===== src/rtl/dlx_pipe_pkg.sv =====
// Shared DLX pipeline definitions: hazard-controller state encoding,
// special register indices and the source/destination match helper.
package dlx_pipe_pkg;

    typedef enum logic {
        RUN      = 1'b0,
        MUL_WAIT = 1'b1
    } state_t;

    localparam logic [0:4] REG_ZERO = 5'd0;
    localparam logic [0:4] REG_LINK = 5'd31;

    // r0 is hardwired to zero, so a write to it can never feed a later read.
    function automatic logic src_hit(input logic uses, input logic [0:4] rs,
                                     input logic [0:4] rd);
        return uses && (rs == rd) && (rd != REG_ZERO);
    endfunction

endpackage


===== src/rtl/pipeline_hazard_ctrl_if.sv =====
// ID/EX hazard observation bus plus the stall/flush controls returned to the
// pipeline registers, PC and the EX multiplier.
interface pipeline_hazard_ctrl_if #(
    parameter int CNT_W = 16
);
    logic [0:4]       id_rs1;
    logic [0:4]       id_rs2;
    logic             id_uses_rs1;
    logic             id_uses_rs2;
    logic [0:4]       ex_destReg;
    logic             ex_RegWrite;
    logic             ex_MemToReg;
    logic             ex_mul;
    logic             ex_take_branch;
    logic             perf_clear;
    logic             pc_we;
    logic             ifid_we;
    logic             ifid_flush;
    logic             idex_we;
    logic             idex_bubble;
    logic             exmem_bubble;
    logic             mul_start;
    logic             mul_busy;
    logic             mul_done;
    logic [0:CNT_W-1] stall_cycles;

    modport master (
        output id_rs1, id_rs2, id_uses_rs1, id_uses_rs2, ex_destReg, ex_RegWrite,
               ex_MemToReg, ex_mul, ex_take_branch, perf_clear,
        input  pc_we, ifid_we, ifid_flush, idex_we, idex_bubble, exmem_bubble,
               mul_start, mul_busy, mul_done, stall_cycles
    );

    modport slave (
        input  id_rs1, id_rs2, id_uses_rs1, id_uses_rs2, ex_destReg, ex_RegWrite,
               ex_MemToReg, ex_mul, ex_take_branch, perf_clear,
        output pc_we, ifid_we, ifid_flush, idex_we, idex_bubble, exmem_bubble,
               mul_start, mul_busy, mul_done, stall_cycles
    );

endinterface


===== src/rtl/pipeline_hazard_ctrl_sat_counter.sv =====
// Saturating up-counter with synchronous clear; clear takes priority over
// increment and the count sticks at all-ones.
module sat_counter #(
    parameter int CNT_W = 16
) (
    input  logic             clk,
    input  logic             reset,
    input  logic             inc,
    input  logic             clr,
    output logic [0:CNT_W-1] count
);

    always_ff @(posedge clk or negedge reset) begin
        if (!reset) begin
            count <= '0;
        end else if (clr) begin
            count <= '0;
        end else if (inc && (count != '1)) begin
            count <= count + CNT_W'(1);
        end
    end

endmodule


===== src/rtl/pipeline_hazard_ctrl.sv =====
// Stall/flush sequencer beside the DLX ID stage: load-use interlock, taken
// branch squash, multi-cycle multiplier freeze and a stalled-cycle counter.
module pipeline_hazard_ctrl
    import dlx_pipe_pkg::*;
#(
    parameter int MUL_CYCLES = 6,
    parameter int CNT_W      = 16
) (
    input  logic                   clk,
    input  logic                   reset,
    pipeline_hazard_ctrl_if.slave  hz
);

    localparam int CW = (MUL_CYCLES > 1) ? $clog2(MUL_CYCLES) : 1;

    state_t        state, state_nx;
    logic [CW-1:0] cnt, cnt_nx;
    logic          load_use;
    logic          pc_we, ifid_we, ifid_flush, idex_we;
    logic          idex_bubble, exmem_bubble, mul_start, mul_busy, mul_done;

    assign load_use = hz.ex_MemToReg && hz.ex_RegWrite &&
                      (src_hit(hz.id_uses_rs1, hz.id_rs1, hz.ex_destReg) ||
                       src_hit(hz.id_uses_rs2, hz.id_rs2, hz.ex_destReg));

    always_ff @(posedge clk or negedge reset) begin
        if (!reset) begin
            state <= RUN;
            cnt   <= '0;
        end else begin
            state <= state_nx;
            cnt   <= cnt_nx;
        end
    end

    always_comb begin
        state_nx     = state;
        cnt_nx       = cnt;
        pc_we        = 1'b1;
        ifid_we      = 1'b1;
        idex_we      = 1'b1;
        ifid_flush   = 1'b0;
        idex_bubble  = 1'b0;
        exmem_bubble = 1'b0;
        mul_start    = 1'b0;
        mul_busy     = 1'b0;
        mul_done     = 1'b0;
        case (state)
            RUN: begin
                if (hz.ex_take_branch) begin
                    ifid_flush  = 1'b1;
                    idex_bubble = 1'b1;
                end else if (hz.ex_mul) begin
                    mul_start    = 1'b1;
                    pc_we        = 1'b0;
                    ifid_we      = 1'b0;
                    idex_we      = 1'b0;
                    exmem_bubble = 1'b1;
                    cnt_nx       = CW'(MUL_CYCLES - 1);
                    state_nx     = MUL_WAIT;
                end else if (load_use) begin
                    // The load moves on to MEM, so one bubble resolves it.
                    pc_we       = 1'b0;
                    ifid_we     = 1'b0;
                    idex_bubble = 1'b1;
                end
            end
            MUL_WAIT: begin
                mul_busy = 1'b1;
                if (cnt != '0) begin
                    pc_we        = 1'b0;
                    ifid_we      = 1'b0;
                    idex_we      = 1'b0;
                    exmem_bubble = 1'b1;
                    cnt_nx       = cnt - CW'(1);
                end else begin
                    mul_done = 1'b1;
                    state_nx = RUN;
                end
            end
            default: state_nx = RUN;
        endcase
        // Reset releases the front end in the same cycle, even mid-multiply.
        if (!reset) begin
            pc_we        = 1'b1;
            ifid_we      = 1'b1;
            idex_we      = 1'b1;
            ifid_flush   = 1'b0;
            idex_bubble  = 1'b0;
            exmem_bubble = 1'b0;
            mul_start    = 1'b0;
            mul_busy     = 1'b0;
            mul_done     = 1'b0;
        end
    end

    sat_counter #(.CNT_W(CNT_W)) u_stall_cnt (
        .clk   (clk),
        .reset (reset),
        .inc   (!pc_we),
        .clr   (hz.perf_clear),
        .count (hz.stall_cycles)
    );

    assign hz.pc_we        = pc_we;
    assign hz.ifid_we      = ifid_we;
    assign hz.ifid_flush   = ifid_flush;
    assign hz.idex_we      = idex_we;
    assign hz.idex_bubble  = idex_bubble;
    assign hz.exmem_bubble = exmem_bubble;
    assign hz.mul_start    = mul_start;
    assign hz.mul_busy     = mul_busy;
    assign hz.mul_done     = mul_done;

endmodule

===== src/flat_wrapper.sv =====
// flat-port wrapper written by rule: the top's interface ports become plain ports
module pipeline_hazard_ctrl_flat import dlx_pipe_pkg::*;
#(
    parameter int MUL_CYCLES = 6,
    parameter int CNT_W      = 16
)
  (clk, reset, hz_id_rs1, hz_id_rs2, hz_id_uses_rs1, hz_id_uses_rs2, hz_ex_destReg, hz_ex_RegWrite, hz_ex_MemToReg, hz_ex_mul, hz_ex_take_branch, hz_perf_clear, hz_pc_we, hz_ifid_we, hz_ifid_flush, hz_idex_we, hz_idex_bubble, hz_exmem_bubble, hz_mul_start, hz_mul_busy, hz_mul_done, hz_stall_cycles);
  pipeline_hazard_ctrl_if #(.CNT_W(CNT_W)) hz_i ();
  input  logic clk;
  input  logic reset;
  input wire logic [$bits(hz_i.id_rs1)-1:0] hz_id_rs1;
  input wire logic [$bits(hz_i.id_rs2)-1:0] hz_id_rs2;
  input wire logic [$bits(hz_i.id_uses_rs1)-1:0] hz_id_uses_rs1;
  input wire logic [$bits(hz_i.id_uses_rs2)-1:0] hz_id_uses_rs2;
  input wire logic [$bits(hz_i.ex_destReg)-1:0] hz_ex_destReg;
  input wire logic [$bits(hz_i.ex_RegWrite)-1:0] hz_ex_RegWrite;
  input wire logic [$bits(hz_i.ex_MemToReg)-1:0] hz_ex_MemToReg;
  input wire logic [$bits(hz_i.ex_mul)-1:0] hz_ex_mul;
  input wire logic [$bits(hz_i.ex_take_branch)-1:0] hz_ex_take_branch;
  input wire logic [$bits(hz_i.perf_clear)-1:0] hz_perf_clear;
  output wire logic [$bits(hz_i.pc_we)-1:0] hz_pc_we;
  output wire logic [$bits(hz_i.ifid_we)-1:0] hz_ifid_we;
  output wire logic [$bits(hz_i.ifid_flush)-1:0] hz_ifid_flush;
  output wire logic [$bits(hz_i.idex_we)-1:0] hz_idex_we;
  output wire logic [$bits(hz_i.idex_bubble)-1:0] hz_idex_bubble;
  output wire logic [$bits(hz_i.exmem_bubble)-1:0] hz_exmem_bubble;
  output wire logic [$bits(hz_i.mul_start)-1:0] hz_mul_start;
  output wire logic [$bits(hz_i.mul_busy)-1:0] hz_mul_busy;
  output wire logic [$bits(hz_i.mul_done)-1:0] hz_mul_done;
  output wire logic [$bits(hz_i.stall_cycles)-1:0] hz_stall_cycles;
  assign hz_i.id_rs1 = hz_id_rs1;
  assign hz_i.id_rs2 = hz_id_rs2;
  assign hz_i.id_uses_rs1 = hz_id_uses_rs1;
  assign hz_i.id_uses_rs2 = hz_id_uses_rs2;
  assign hz_i.ex_destReg = hz_ex_destReg;
  assign hz_i.ex_RegWrite = hz_ex_RegWrite;
  assign hz_i.ex_MemToReg = hz_ex_MemToReg;
  assign hz_i.ex_mul = hz_ex_mul;
  assign hz_i.ex_take_branch = hz_ex_take_branch;
  assign hz_i.perf_clear = hz_perf_clear;
  assign hz_pc_we = hz_i.pc_we;
  assign hz_ifid_we = hz_i.ifid_we;
  assign hz_ifid_flush = hz_i.ifid_flush;
  assign hz_idex_we = hz_i.idex_we;
  assign hz_idex_bubble = hz_i.idex_bubble;
  assign hz_exmem_bubble = hz_i.exmem_bubble;
  assign hz_mul_start = hz_i.mul_start;
  assign hz_mul_busy = hz_i.mul_busy;
  assign hz_mul_done = hz_i.mul_done;
  assign hz_stall_cycles = hz_i.stall_cycles;
  pipeline_hazard_ctrl #(.MUL_CYCLES(MUL_CYCLES), .CNT_W(CNT_W)) u_core (.clk(clk), .reset(reset), .hz(hz_i));
endmodule

===== config.mk =====
export PLATFORM = sky130hd
export DESIGN_NAME = pipeline_hazard_ctrl_flat
export DESIGN_NICKNAME = d
export VERILOG_FILES = /design/src/rtl/dlx_pipe_pkg.sv /design/src/rtl/pipeline_hazard_ctrl_if.sv /design/src/rtl/pipeline_hazard_ctrl_sat_counter.sv /design/src/rtl/pipeline_hazard_ctrl.sv /design/src/flat_wrapper.sv
export SDC_FILE = /design/constraint.sdc
export NUM_CORES = 1
export LEC_CHECK = 0
export ABC_AREA = 0
export BUFFER_PORTS_ARGS = -buffer_cell sky130_fd_sc_hd__buf_4
export CAP_MARGIN = 10
export CORE_ASPECT_RATIO = 0.9
export CORE_UTILIZATION = 45
export DETAILED_ROUTE_END_ITERATION = 7
export MAX_ROUTING_LAYER = met4
export PLACE_DENSITY_LB_ADDON = 0.05
export SYNTH_ARGS = -nofsm -noshare
export SYNTH_HDL_FRONTEND = slang
export SYNTH_SLANG_ARGS = --single-unit

===== constraint.sdc =====
create_clock -name clk -period 3.1 [get_ports clk]
set_input_delay 0.775 -clock clk [delete_from_list [all_inputs] [get_ports clk]]
set_output_delay 0.775 -clock clk [all_outputs]
set_load 0.01 [all_outputs]

Word level (Yosys, flattened, before mapping)
Index checks and enable logic that the tools add are counted.
Word-level totals
  register bits after elaboration: 20
  input bits: 24
  output and inout port bits: 25
Cells by class
  $add $sub $neg: 2
  equality and inequality tests: 6
  mux-type cells: 35
  bitwise gates (word level): 1
  reductions and logical operators: 13
Operators by type and width (number)
  two-way mux 16 bit: 2
  two-way mux 1 bit: 26
  adder 16 x 1 -> 16 bit, second input constant: 1
  != test 16 bit, second input constant: 1
  equality test 5 bit: 2
  two-way mux 3 bit: 3
  logical AND 1 bit: 7
  != test 2 bit, second input constant: 3
  case mux 1 bit (2 select lines): 3
  case mux 3 bit (2 select lines): 1
  nonzero test 5 bit: 1
  AND reduction 3 bit: 1
  nonzero test 3 bit: 1
  subtractor 3 x 1 -> 3 bit, second input constant: 1
  nonzero test 2 bit: 1
  zero test 1 bit: 1
  logical OR 1 bit: 1
  inverter 1 bit: 1

Logic depth before layout (Yosys ltp)
Gate-level depths: netlist of run 1.
  depth after elaboration: 14
  gate-level depth with buffers: 11
  depth with buffers taken out: 8

By module
From an unflattened synthesis of run 1, not the netlist that was laid out.
Unflattened totals
  cell total of the unflattened synthesis: 150
  area, all modules: 1371.3 µm²
By module, submodules not included
  sat_counter: instances 1, cells an instance 98, area each 942.2 µm², sequential area each 400.4 µm²
  pipeline_hazard_ctrl: instances 1, cells an instance 52, area each 429.2 µm², sequential area each 100.1 µm²

Least setup slack after synthesis of run 1
OpenSTA, ideal clock, no wires.
  path type: input to output
  from: input port hz_ex_destReg[0]
  to: output port hz_pc_we
  arrival: 2272 ps
  data required time: 2325 ps
  setup slack: 53 ps
  cell stages on the path: 7
  path through: or3_1 > o311a_1 > a211oi_2 > buf_6 > buf_6 > or2_1 > buf_4
On the way
  longest elaborated chain between the ends: 10
  elaborated cells on any way between the ends: 14
Ends and longest elaborated chain
  from (decl): RTL line flat_wrapper.sv:15  | input wire logic [$bits(hz_i.ex_destReg)-1:0] hz_ex_destReg;
  equality test 5 bit: RTL line dlx_pipe_pkg.sv:16  | return uses && (rs == rd) && (rd != REG_ZERO);
  logical AND 1 bit (2 in series): RTL line dlx_pipe_pkg.sv:16
  logical OR 1 bit (*): RTL line pipeline_hazard_ctrl.sv:23  | (src_hit(hz.id_uses_rs1, hz.id_rs1, hz.ex_destReg) ||
  logical AND 1 bit (*): RTL line pipeline_hazard_ctrl.sv:22  | assign load_use = hz.ex_MemToReg && hz.ex_RegWrite &&
  two-way mux 1 bit (*) (3 in series)
  case mux 1 bit (2 select lines) (*)
  two-way mux 1 bit (*)
  to (decl): RTL line flat_wrapper.sv:21  | output wire logic [$bits(hz_i.pc_we)-1:0] hz_pc_we;
Every way passes the cells marked *; elsewhere a longest branch is shown, timed or not.

Final worst setup path of run 1
  from: input port hz_ex_destReg[0]
  to: output port hz_ifid_we
On the way
  longest elaborated chain between the ends: 10
  elaborated cells on any way between the ends: 14
Ends and longest elaborated chain
  equality test 5 bit: RTL line dlx_pipe_pkg.sv:16
  logical AND 1 bit (2 in series): RTL line dlx_pipe_pkg.sv:16
  logical OR 1 bit (*): RTL line pipeline_hazard_ctrl.sv:23
  logical AND 1 bit (*): RTL line pipeline_hazard_ctrl.sv:22
  two-way mux 1 bit (*): RTL line pipeline_hazard_ctrl.sv:61  | end else if (load_use) begin
  two-way mux 1 bit (*): RTL line pipeline_hazard_ctrl.sv:53  | end else if (hz.ex_mul) begin
  two-way mux 1 bit (*): RTL line pipeline_hazard_ctrl.sv:50  | if (hz.ex_take_branch) begin
  case mux 1 bit (2 select lines) (*): RTL line pipeline_hazard_ctrl.sv:48  | case (state)
  two-way mux 1 bit (*): RTL line pipeline_hazard_ctrl.sv:84  | if (!reset) begin
  to (decl): RTL line flat_wrapper.sv:22  | output wire logic [$bits(hz_i.ifid_we)-1:0] hz_ifid_we;
Marks and branches as above.

==> results of run 1 <==
## metal layers
metal	up-vias	track usage (%)	wire length, um	part of all wire [%]
li1	660	-	-	-
met1	627	26.8	1480	47
met2	35	32.5	1510	48
met3	2	4.92	168	5.3
met4	0	4.55	15	0.47
met5	-	-	0	0
## critical path, cell delays in order
cell,delay (ns)
buf_4,0.12
or3_1,0.36
o311a_1,0.33
a211oi_2,0.24
or2_1,0.15
buf_4,0.12
## logic make-up after synthesis
group | synth area share, %
XOR/XNOR | 6.17
AO/OA/AOI/OAI | 15.7
buffers and inverters | 6.78
multiplexers | 4.23
flip-flops | 35.2
AND/OR/NAND/NOR | 29.3
adder cells (fa/ha/maj) | 2.64
## worst max path at each step
stage | cells after the start | to | slack, ns
5_1_grt | 6 | hz_ifid_we | 0.15
6_report | 6 | hz_ifid_we | 0.23
3_3_place_gp | 6 | hz_pc_we | 0.24
4_1_cts | 6 | hz_ifid_we | 0.21
2_1_floorplan | 7 | hz_pc_we | 0.05
3_5_place_dp | 6 | hz_ifid_we | 0.22
## cell type report
cell class / count / area [um^2] / share of cell area (%)
multi-input cells: 119 / 823 / 45.0
flip-flops and latches: 20 / 500 / 27.4
repair buffers: 50 / 375 / 20.5
well taps: 40 / 50.0 / 2.74
clock inverters: 1 / 30.0 / 1.64
inverters: 7 / 26.3 / 1.44
clock buffers: 3 / 22.5 / 1.23
## flip-flops by register name (all words and copies together) (netlist names)
register                  flops
u_core.cnt                    3
u_core.u_stall_cnt.count     16
u_core.state                  1
## cell usage in the layout, fill, tap and decap left out, types with 4 or more instances in the layout
cell | Yosys | layout
mux2_4 | 4 | 4
nand3_1 | 6 | 6
nand2_1 | 9 | 9
buf_4 | 2 | 50
a21oi_1 | 12 | 12
or4_1 | 10 | 10
xnor2_1 | 10 | 10
o31ai_1 | 10 | 10
dfrtp_1 | 20 | 20
nor2_1 | 11 | 11
nor2b_1 | 4 | 4
inv_1 | 7 | 7
## through the flow
step	hold slack (ns)	cells	util, %	worst slack, ns	power (mW)
2_1_floorplan	0.457	156	-	0.0527	0.587
3_3_place_gp	0.482	236	62.1	0.244	0.667
3_5_place_dp	0.487	236	62.1	0.223	0.682
4_1_cts	0.435	240	63.9	0.213	0.902
5_1_grt	0.431	240	63.9	0.147	0.963
6_report	0.435	240	63.9	0.225	0.890
## power breakdown
part | leakage, nW | switching, mW | internal, mW
clock | 0.0279 | 0.0846 | 0.131
combinational | 0.487 | 0.191 | 0.153
sequential | 0.268 | 0.0380 | 0.293
total | 0.783 | 0.313 | 0.577
==> reports/qor.csv, run 1 <==
stage,metric,value,unit
setup_path,crit_start,hz_ex_destReg[0],
global_routing,grt_pass1_wl,5280,um
setup_path,cp-start-kind,primary input,
clock_tree,cts.htree.levels,1,
routing,vias,1324,
clock_tree,cts_sinks,20,
placed_design,port-buffer-count,48,
sta,final.period_utilization,92.7,%
sta,period_needed,2.87,ns
clock_tree,cts_resized,0,
logic_synthesis,syn_avg_cell_area,9.10,um^2
logic_synthesis,synth_edf_count,0,
power,leakage,0.783,nW
layout,final_cell_area,1830,um^2
logic_synthesis,synth_flop_cell,dfrtp_1,
power,ir_drop,0.000320,V
setup_path,cp_data_required_time,2.32,ns
logic_synthesis,yosys-top-cells-area,"dfrtp_1, xnor2_1, o31ai_1, or4_1, a21oi_1",
clock_tree,tritoncts,yes,
clock_tree,clk_pin_slew,0.12,ns
floorplan,initial_utilization,49.7,%
logic_synthesis,ys_types,40,
clock_tree,clockBufferDepth,2,
global_routing,grt_max_degree,29,
floorplan,die_height,55.3,um
layout,n_fill_cell,249,
logic_synthesis,synth_most_common_cell,dfrtp_1,
placed_design,dpl_cell_area,1780,um^2
sta,slew_headroom,41.1,%
routing,routedWlPerCell,13.2,um
global_routing,track_usage,20.7,%
sta,setup_viol,0,
floorplan,io_pins,49,
clock_tree,cts_setup_buffers,0,
clock_tree,ctsHoldBuffers,0,
routing,viasPerCell,5.52,
setup_path,r2r_setup_slack,0.67,ns
logic_synthesis,synth_cells,156,
setup_path,critPathCaptureType,output pin,
routing,drt_iter0_markers,51,
logic_synthesis,seq_area_frac_synth,35.2,%
setup_path,worst_ep_arrival_time,2.10,ns
setup_path,r2r-start,u_core.u_stall_cnt.count[8]$_DFFE_PN0P_,
routing,ant_nets,0,
setup_path,crit_type,primary input to output pin,
floorplan,die_width,61.2,um
clock_tree,cts_root_buffer,clkbuf_4,
routing,first_pass_iters,4,
flow_run,drv_cap,0,
sta,fmax,0.348,GHz
status,run_status,completed,
sta,worst_slew_pin_slew,0.883,ns
clock_tree,cts_buffers,3,
setup_path,worstReg2RegEnd,u_core.u_stall_cnt.count[10]$_DFFE_PN0P_,
logic_synthesis,yosys-top-cells-count,"dfrtp_1, a21oi_1, nor2_1",
sta,fin_tns_setup,0,ns
sta,rsz0062_at_grt,false,
routing,drcViolationCount,0,
global_routing,grt_pass1_vias,1254,
logic_synthesis,async_reset_ff_share,100,%
placed_design,place.gp.congestion,0.789,
setup_path,path_max_fanout,3,
layout,antenna-diode-count,0,
global_routing,grt-ovfl-total,0,
logic_synthesis,ys_warn_count,0,
layout,syn_to_final_growth,28.7,%
logic_synthesis,synth_top_area_share,35.2,%
logic_synthesis,yosys.area.top_type,dfrtp_1,
hold_path,hp-class,primary input to async pin,
floorplan,rows,18,
clock_tree,clk_latency,0.31,ns
floorplan,core,2860,um^2
placed_design,dp_hpwl,2360,um
global_routing,antenna_found_initial,0,
setup_path,reg2reg_depth,6,
sta,drv_slew,0,
logic_synthesis,syn_nets,183,
logic_synthesis,ys_ff_latch,20,
sta,hold_violations,0,
logic_synthesis,syn_area,1420,um^2
routing,totalWireLength,3180,um
power,power_density,487,nW/um^2
layout,drive_gt1_share,33.5,%
floorplan,dieArea,3380,um^2
layout,finalNetCount,228,
sta,clock_skew,0.00609,ns
(Power assumes the default switching activity.)
==> run 2: changes to the inputs <==
--- a/config.mk
+++ b/config.mk
@@ -13,6 +13,7 @@
 export DETAILED_ROUTE_END_ITERATION = 7
 export MAX_ROUTING_LAYER = met4
 export PLACE_DENSITY_LB_ADDON = 0.05
+export REMOVE_ABC_BUFFERS = 1
 export SYNTH_ARGS = -nofsm -noshare
 export SYNTH_HDL_FRONTEND = slang
 export SYNTH_SLANG_ARGS = --single-unit
==> run 2 against run 1 <==
Against the previous run:
- sequential power barely moved
- highest routed layer unchanged
- register-to-register slack improved by 0.04 ns
- utilization fell by 1.0 points
- largest power group unchanged
- critical path depth unchanged
- via count down 0.83%
- fmax down 0.71%
==> reports/qor.csv, run 2 (synthesis gave the netlist of run 1 again) <==
stage,metric,value,unit
status,run_status,completed,
routing,routedWlPerCell,13.4,um
placed_design,dpl_cell_area,1780,um^2
placed_design,dp_hpwl,2390,um
hold_path,hp-class,primary input to async pin,
sta,worst_slew_pin_slew,0.892,ns
power,leakage,0.769,nW
power,ir_drop,0.000334,V
layout,stdcell_count,239,
global_routing,grt-ovfl-total,0,
floorplan,die_height,55.3,um
global_routing,grt_pass1_wl,5240,um
global_routing,use_met1,27.6,%
routing,drt_iter0_markers,71,
placed_design,port-buffer-count,48,
layout,final_common_cell,buf_4,
setup_path,worstReg2RegEnd,u_core.u_stall_cnt.count[7]$_DFFE_PN0P_,
routing,vias,1313,
setup_path,cp_data_required_time,2.32,ns
power,clock_power_share,15.4,%
sta,period_needed,2.89,ns
sta,fmax,0.345,GHz
global_routing,track_usage,20.5,%
layout,largest_reg_flops,16,
sta,clock_skew,0.00223,ns
sta,drv_slew,0,
floorplan,die_width,61.2,um
power,power_density,443,nW/um^2
sta,fin_ws,0.205,ns
clock_tree,clk_latency,0.29,ns
setup_path,crit_type,primary input to output pin,
power,p_int,491,uW
setup_path,r2r_setup_slack,0.71,ns
clock_tree,cts.htree.levels,1,
floorplan,core,2860,um^2
layout,top_regs,"u_core.u_stall_cnt.count x16, u_core.cnt x3, u_core.state x1",
global_routing,use_met3,4.22,%
layout,final_cell_area,1800,um^2
layout,antenna-diode-count,0,
layout,syn_to_final_growth,26.6,%
power,power.total,797,uW
clock_tree,clk_pin_slew,0.11,ns
flow_run,drv_cap,0,
sta,final.period_utilization,93.4,%
power,switching_power,306,uW
clock_tree,cts_sinks,20,
clock_tree,cts_resized,0,
global_routing,grt-busiest-layer,met2,
power,swShare,38.4,%
setup_path,critPathCaptureType,output pin,
global_routing,grt_pass1_vias,1185,
setup_path,reg2reg_depth,8,
routing,viasPerCell,5.49,
clock_tree,cts_setup_buffers,0,
placed_design,dpl_worst_slack,0.211,ns
routing,first_pass_iters,4,
clock_tree,tritoncts,yes,
power,share_comb_of_total_power,43.1,%
global_routing,grt_max_degree,29,
power,p_seq_share,41.6,%
sta,slew_headroom,40.5,%
layout,regMostFlops,u_core.u_stall_cnt.count,
placed_design,place.gp.congestion,0.717,
floorplan,io_pins,49,
floorplan,rows,18,
global_routing,antenna_found_initial,0,
clock_tree,clockBufferDepth,2,
floorplan,dieArea,3380,um^2
global_routing,met2_usage,31.4,%
layout,finalNetCount,228,
setup_path,cp-start-kind,primary input,
sta,hold_violations,0,
setup_path,path_max_fanout,3,
clock_tree,cts_buffers,3,
layout,layout_common_cells,"buf_4, dfrtp_1, a21oi_1",
routing,drcViolationCount,0,
setup_path,worst_ep_arrival_time,2.12,ns
routing,ant_nets,0,
clock_tree,ctsHoldBuffers,0,
floorplan,initial_utilization,49.7,%
setup_path,r2r-start,u_core.cnt[0]$_DFFE_PN0P_,
routing,totalWireLength,3210,um
sta,rsz0062_at_grt,false,
sta,setup_viol,0,
placed_design,placedCellCount,236,
clock_tree,cts_root_buffer,clkbuf_4,
layout,drive_gt1_share,33.2,%
-- run 2: final cells by class --
class	instances	area, um^2
multi-input cells	119	823
clock buffers	3	22.5
repair buffers	50	375
flip-flops and latches	20	500
well taps	40	50.0
inverters	7	26.3
fillers	259	1060
-- run 2: how the worst max path moves through the flow --
stage                          start         end  slack [ns]
global route        hz_ex_destReg[0]  hz_ifid_we        0.12
CTS                 hz_ex_destReg[0]    hz_pc_we        0.20
detailed placement  hz_ex_destReg[0]    hz_pc_we        0.21
floorplan           hz_ex_destReg[0]  hz_ifid_we       -0.41
global placement    hz_ex_destReg[0]    hz_pc_we        0.24
finish              hz_ex_destReg[0]    hz_pc_we        0.21
-- run 2: critical path: stages --
cell and delay, ns:
buf_4 0.12, or3_1 0.38, o311a_1 0.32, a211oi_2 0.24, or2_1 0.15, buf_4 0.13
-- run 2: layer usage --
| layer | wire length, um | up-vias |
|---|---|---|
| met1 | 1490 | 616 |
| li1 | - | 657 |
| met2 | 1540 | 36 |
| met3 | 139 | 4 |
| met4 | 32 | 0 |
| met5 | 0 | - |
-- run 2: power groups by stage --
stage / Sequential, mW / Combinational (mW) / Clock, mW
floorplan: 0.330 / 0.205 / 0
global placement: 0.335 / 0.335 / 0
detailed placement: 0.335 / 0.346 / 0
CTS: 0.330 / 0.347 / 0.127
global route: 0.336 / 0.381 / 0.138
finish: 0.331 / 0.343 / 0.122
-- run 2: stage by stage --
stage | utilization [%] | setup TNS (ns) | hold WS (ns)
6_report | 62.9 | 0 | 0.458
5_1_grt | 62.9 | 0 | 0.472
4_1_cts | 62.9 | 0 | 0.467
3_5_place_dp | 62.1 | 0 | 0.480
3_3_place_gp | 62.1 | 0 | 0.479
2_1_floorplan | - | -0.815 | 0.457
==> run 3: changes to the inputs <==
--- a/config.mk
+++ b/config.mk
@@ -5,15 +5,15 @@
 export SDC_FILE = /design/constraint.sdc
 export NUM_CORES = 1
 export LEC_CHECK = 0
-export ABC_AREA = 0
 export BUFFER_PORTS_ARGS = -buffer_cell sky130_fd_sc_hd__buf_4
 export CAP_MARGIN = 10
 export CORE_ASPECT_RATIO = 0.9
-export CORE_UTILIZATION = 45
+export CORE_UTILIZATION = 49
 export DETAILED_ROUTE_END_ITERATION = 7
 export MAX_ROUTING_LAYER = met4
 export PLACE_DENSITY_LB_ADDON = 0.05
 export REMOVE_ABC_BUFFERS = 1
 export SYNTH_ARGS = -nofsm -noshare
 export SYNTH_HDL_FRONTEND = slang
+export SYNTH_HIERARCHICAL = 1
 export SYNTH_SLANG_ARGS = --single-unit
==> run 3 against run 2 <==
Against the previous run:
- the run now ends with design-rule violations left
- fmax fell by 3.1%
- largest power group is now sequential cells
- utilization grew 8.1 points
- sequential cell count is the same
- clock-buffer cell count unchanged
- clock power is essentially flat
==> reports/qor.csv, run 3 <==
stage,metric,value,unit
status,run_status,finished with violations,
status,violations,design-rule violations,
routing,totalWireLength,3320,um
power,p_int,495,uW
floorplan,dieArea,3010,um^2
clock_tree,cts_buffers,3,
power,ir_drop,0.000400,V
setup_path,critPathCaptureType,output pin,
routing,drt_iter0_markers,41,
clock_tree,cts.htree.levels,1,
floorplan,die_width,57.8,um
floorplan,die_height,52.2,um
global_routing,grt_pass1_wl,5450,um
layout,antenna-diode-count,0,
global_routing,use_met1,32.4,%
global_routing,grt_pass1_vias,1184,
power,p_seq_share,42.8,%
global_routing,grt_max_degree,21,
power,clock_power_share,16.0,%
logic_synthesis,yosys-top-cells-area,"dfrtp_1, xor2_1, a21oi_1, o31ai_1, or4_1",
layout,drive_gt1_share,34.8,%
layout,regMostFlops,u_core/u_stall_cnt/count,
placed_design,dpl_cell_area,1780,um^2
setup_path,path_max_fanout,2,
logic_synthesis,ys_ff_latch,20,
global_routing,met2_usage,39.0,%
layout,layout_common_cells,"buf_4, dfrtp_1, a21oi_1",
routing,ant_nets,0,
global_routing,antenna_found_initial,0,
logic_synthesis,synth_top_area_share,36.5,%
setup_path,worst_ep_arrival_time,2.21,ns
routing,routedWlPerCell,14.5,um
logic_synthesis,synth_most_common_cell,dfrtp_1,
global_routing,track_usage,23.8,%
layout,syn_to_final_growth,32.0,%
logic_synthesis,seq_area_frac_synth,36.5,%
layout,largest_reg_flops,16,
layout,final_cell_area,1810,um^2
logic_synthesis,syn_area,1370,um^2
layout,top_regs,"u_core/u_stall_cnt/count x16, u_core/cnt x3, u_core/state x1",
setup_path,crit_type,primary input to output pin,
clock_tree,clk_pin_slew,0.11,ns
clock_tree,cts_root_buffer,clkbuf_4,
power,power_density,421,nW/um^2
sta,rsz0062_at_grt,false,
floorplan,core,2550,um^2
logic_synthesis,yosys-top-cells-count,"dfrtp_1, a21oi_1, nand2_1",
power,switching_power,268,uW
logic_synthesis,ys_warn_count,6,
logic_synthesis,async_reset_ff_share,100,%
power,swShare,35.1,%
logic_synthesis,ys_types,42,
routing,viasPerCell,5.72,
clock_tree,tritoncts,yes,
sta,worst_slew_pin_slew,0.614,ns
logic_synthesis,yosys.area.top_type,dfrtp_1,
clock_tree,clk_latency,0.29,ns
routing,first_pass_iters,6,
layout,final_common_cell,buf_4,
sta,fmax,0.335,GHz
logic_synthesis,synth_flop_cell,dfrtp_1,
global_routing,grt-ovfl-total,0,
layout,n_fill_cell,222,
layout,final_core_util,70.9,%
clock_tree,clockBufferDepth,2,
logic_synthesis,synth_cells,150,
power,leakage,0.836,nW
global_routing,grt-busiest-layer,met2,
flow_run,drv_cap,0,
floorplan,initial_utilization,53.7,%
sta,drv_slew,0,
logic_synthesis,synth_edf_count,0,
floorplan,rows,17,
sta,final.period_utilization,96.4,%
sta,period_needed,2.99,ns
sta,setup_viol,0,
global_routing,use_met3,4.44,%
setup_path,cp-start-kind,primary input,
sta,slew_headroom,58.8,%
routing,drcViolationCount,6,
power,share_comb_of_total_power,41.3,%
routing,vias,1310,
setup_path,cp_data_required_time,2.32,ns
layout,finalNetCount,230,
logic_synthesis,syn_avg_cell_area,9.14,um^2
placed_design,port-buffer-count,48,
placed_design,dp_hpwl,2490,um
sta,clock_skew,0.00443,ns
floorplan,io_pins,49,
sta,hold_violations,0,
hold_path,hp-class,primary input to async pin,
placed_design,place.gp.congestion,0.861,
clock_tree,cts_setup_buffers,0,
clock_tree,cts_sinks,20,
==> run 3: path summary, 6_finish.rpt <==
path	slack, ns	end	depth (start not counted)	start
setup / recovery	0.11	hz_pc_we	7	hz_id_rs1[4]
hold / removal	0.27	u_core/state$_DFF_PN0_	1	reset
setup reg to reg	0.45	u_core/u_stall_cnt/count[0]$_DFFE_PN0P_	10	u_core/cnt[0]$_DFFE_PN0P_
hold reg to reg	0.49	u_core/cnt[0]$_DFFE_PN0P_	1	u_core/cnt[0]$_DFFE_PN0P_
max in group asynchronous	2.42	u_core/u_stall_cnt/count[8]$_DFFE_PN0P_	2	reset
min in group clk	0.49	u_core/cnt[0]$_DFFE_PN0P_	1	u_core/cnt[0]$_DFFE_PN0P_
==> run 3: cell type report <==
cell class | instances | area, um^2 | area share [%]
multi-input combinational | 116 | 813 | 44.9
sequential | 20 | 500 | 27.6
inverter | 7 | 26.3 | 1.45
timing repair buffer | 55 | 413 | 22.8
tap | 28 | 35.0 | 1.94
clock buffer | 3 | 22.5 | 1.24
==> run 3: cell families after synthesis <==
kind of cell	after synthesis	synth area share, %
AND/OR/NAND/NOR	65	29.6
AO/OA/AOI/OAI	32	15.5
flip-flops	20	36.5
buffers and inverters	14	4.65
XOR/XNOR	11	7.03
multiplexers	5	4.01
adder cells (fa/ha/maj)	3	2.74
==> run 3: metrics by stage <==
stage          setup slack (ns)  hold WS [ns]  instances  power (mW)  TNS, ns
6_report                  0.113         0.269        229       0.762        0
3_3_place_gp            -0.0234         0.472        226       0.632  -0.0428
3_5_place_dp            -0.0993         0.475        226       0.646   -0.317
4_1_cts                   0.117         0.268        229       0.765        0
2_1_floorplan           -0.0365         0.449        143       0.494  -0.0404
5_1_grt                  0.0475         0.266        229       0.817        0
==> run 3: critical path, stage by stage <==
cell and delay, ns:
buf_4 0.11, xor2_1 0.15, nor4_2 0.27, a32oi_1 0.16, buf_4 0.16, o41a_1 0.43, buf_4 0.16
==> run 3: what timing repair did <==
action                     4_1_cts  5_1_grt
hold endpoints to repair         0        0
hold buffers                     0        0
resized for setup                0        2
setup endpoints to repair        0        3
==> run 3: routing by layer <==
layer | wire length, um | up-vias
met5 | 0 | -
met4 | 0 | 0
met3 | 195 | 0
met2 | 1530 | 41
met1 | 1600 | 607
li1 | - | 662
==> run 3: power groups by stage <==
| stage | Combinational [mW] | Clock [mW] | Sequential (mW) |
|---|---|---|---|
| 2_1_floorplan | 0.168 | 0 | 0.326 |
| 3_3_place_gp | 0.304 | 0 | 0.328 |
| 3_5_place_dp | 0.314 | 0 | 0.332 |
| 4_1_cts | 0.316 | 0.123 | 0.326 |
| 5_1_grt | 0.353 | 0.133 | 0.331 |
| 6_report | 0.315 | 0.122 | 0.326 |
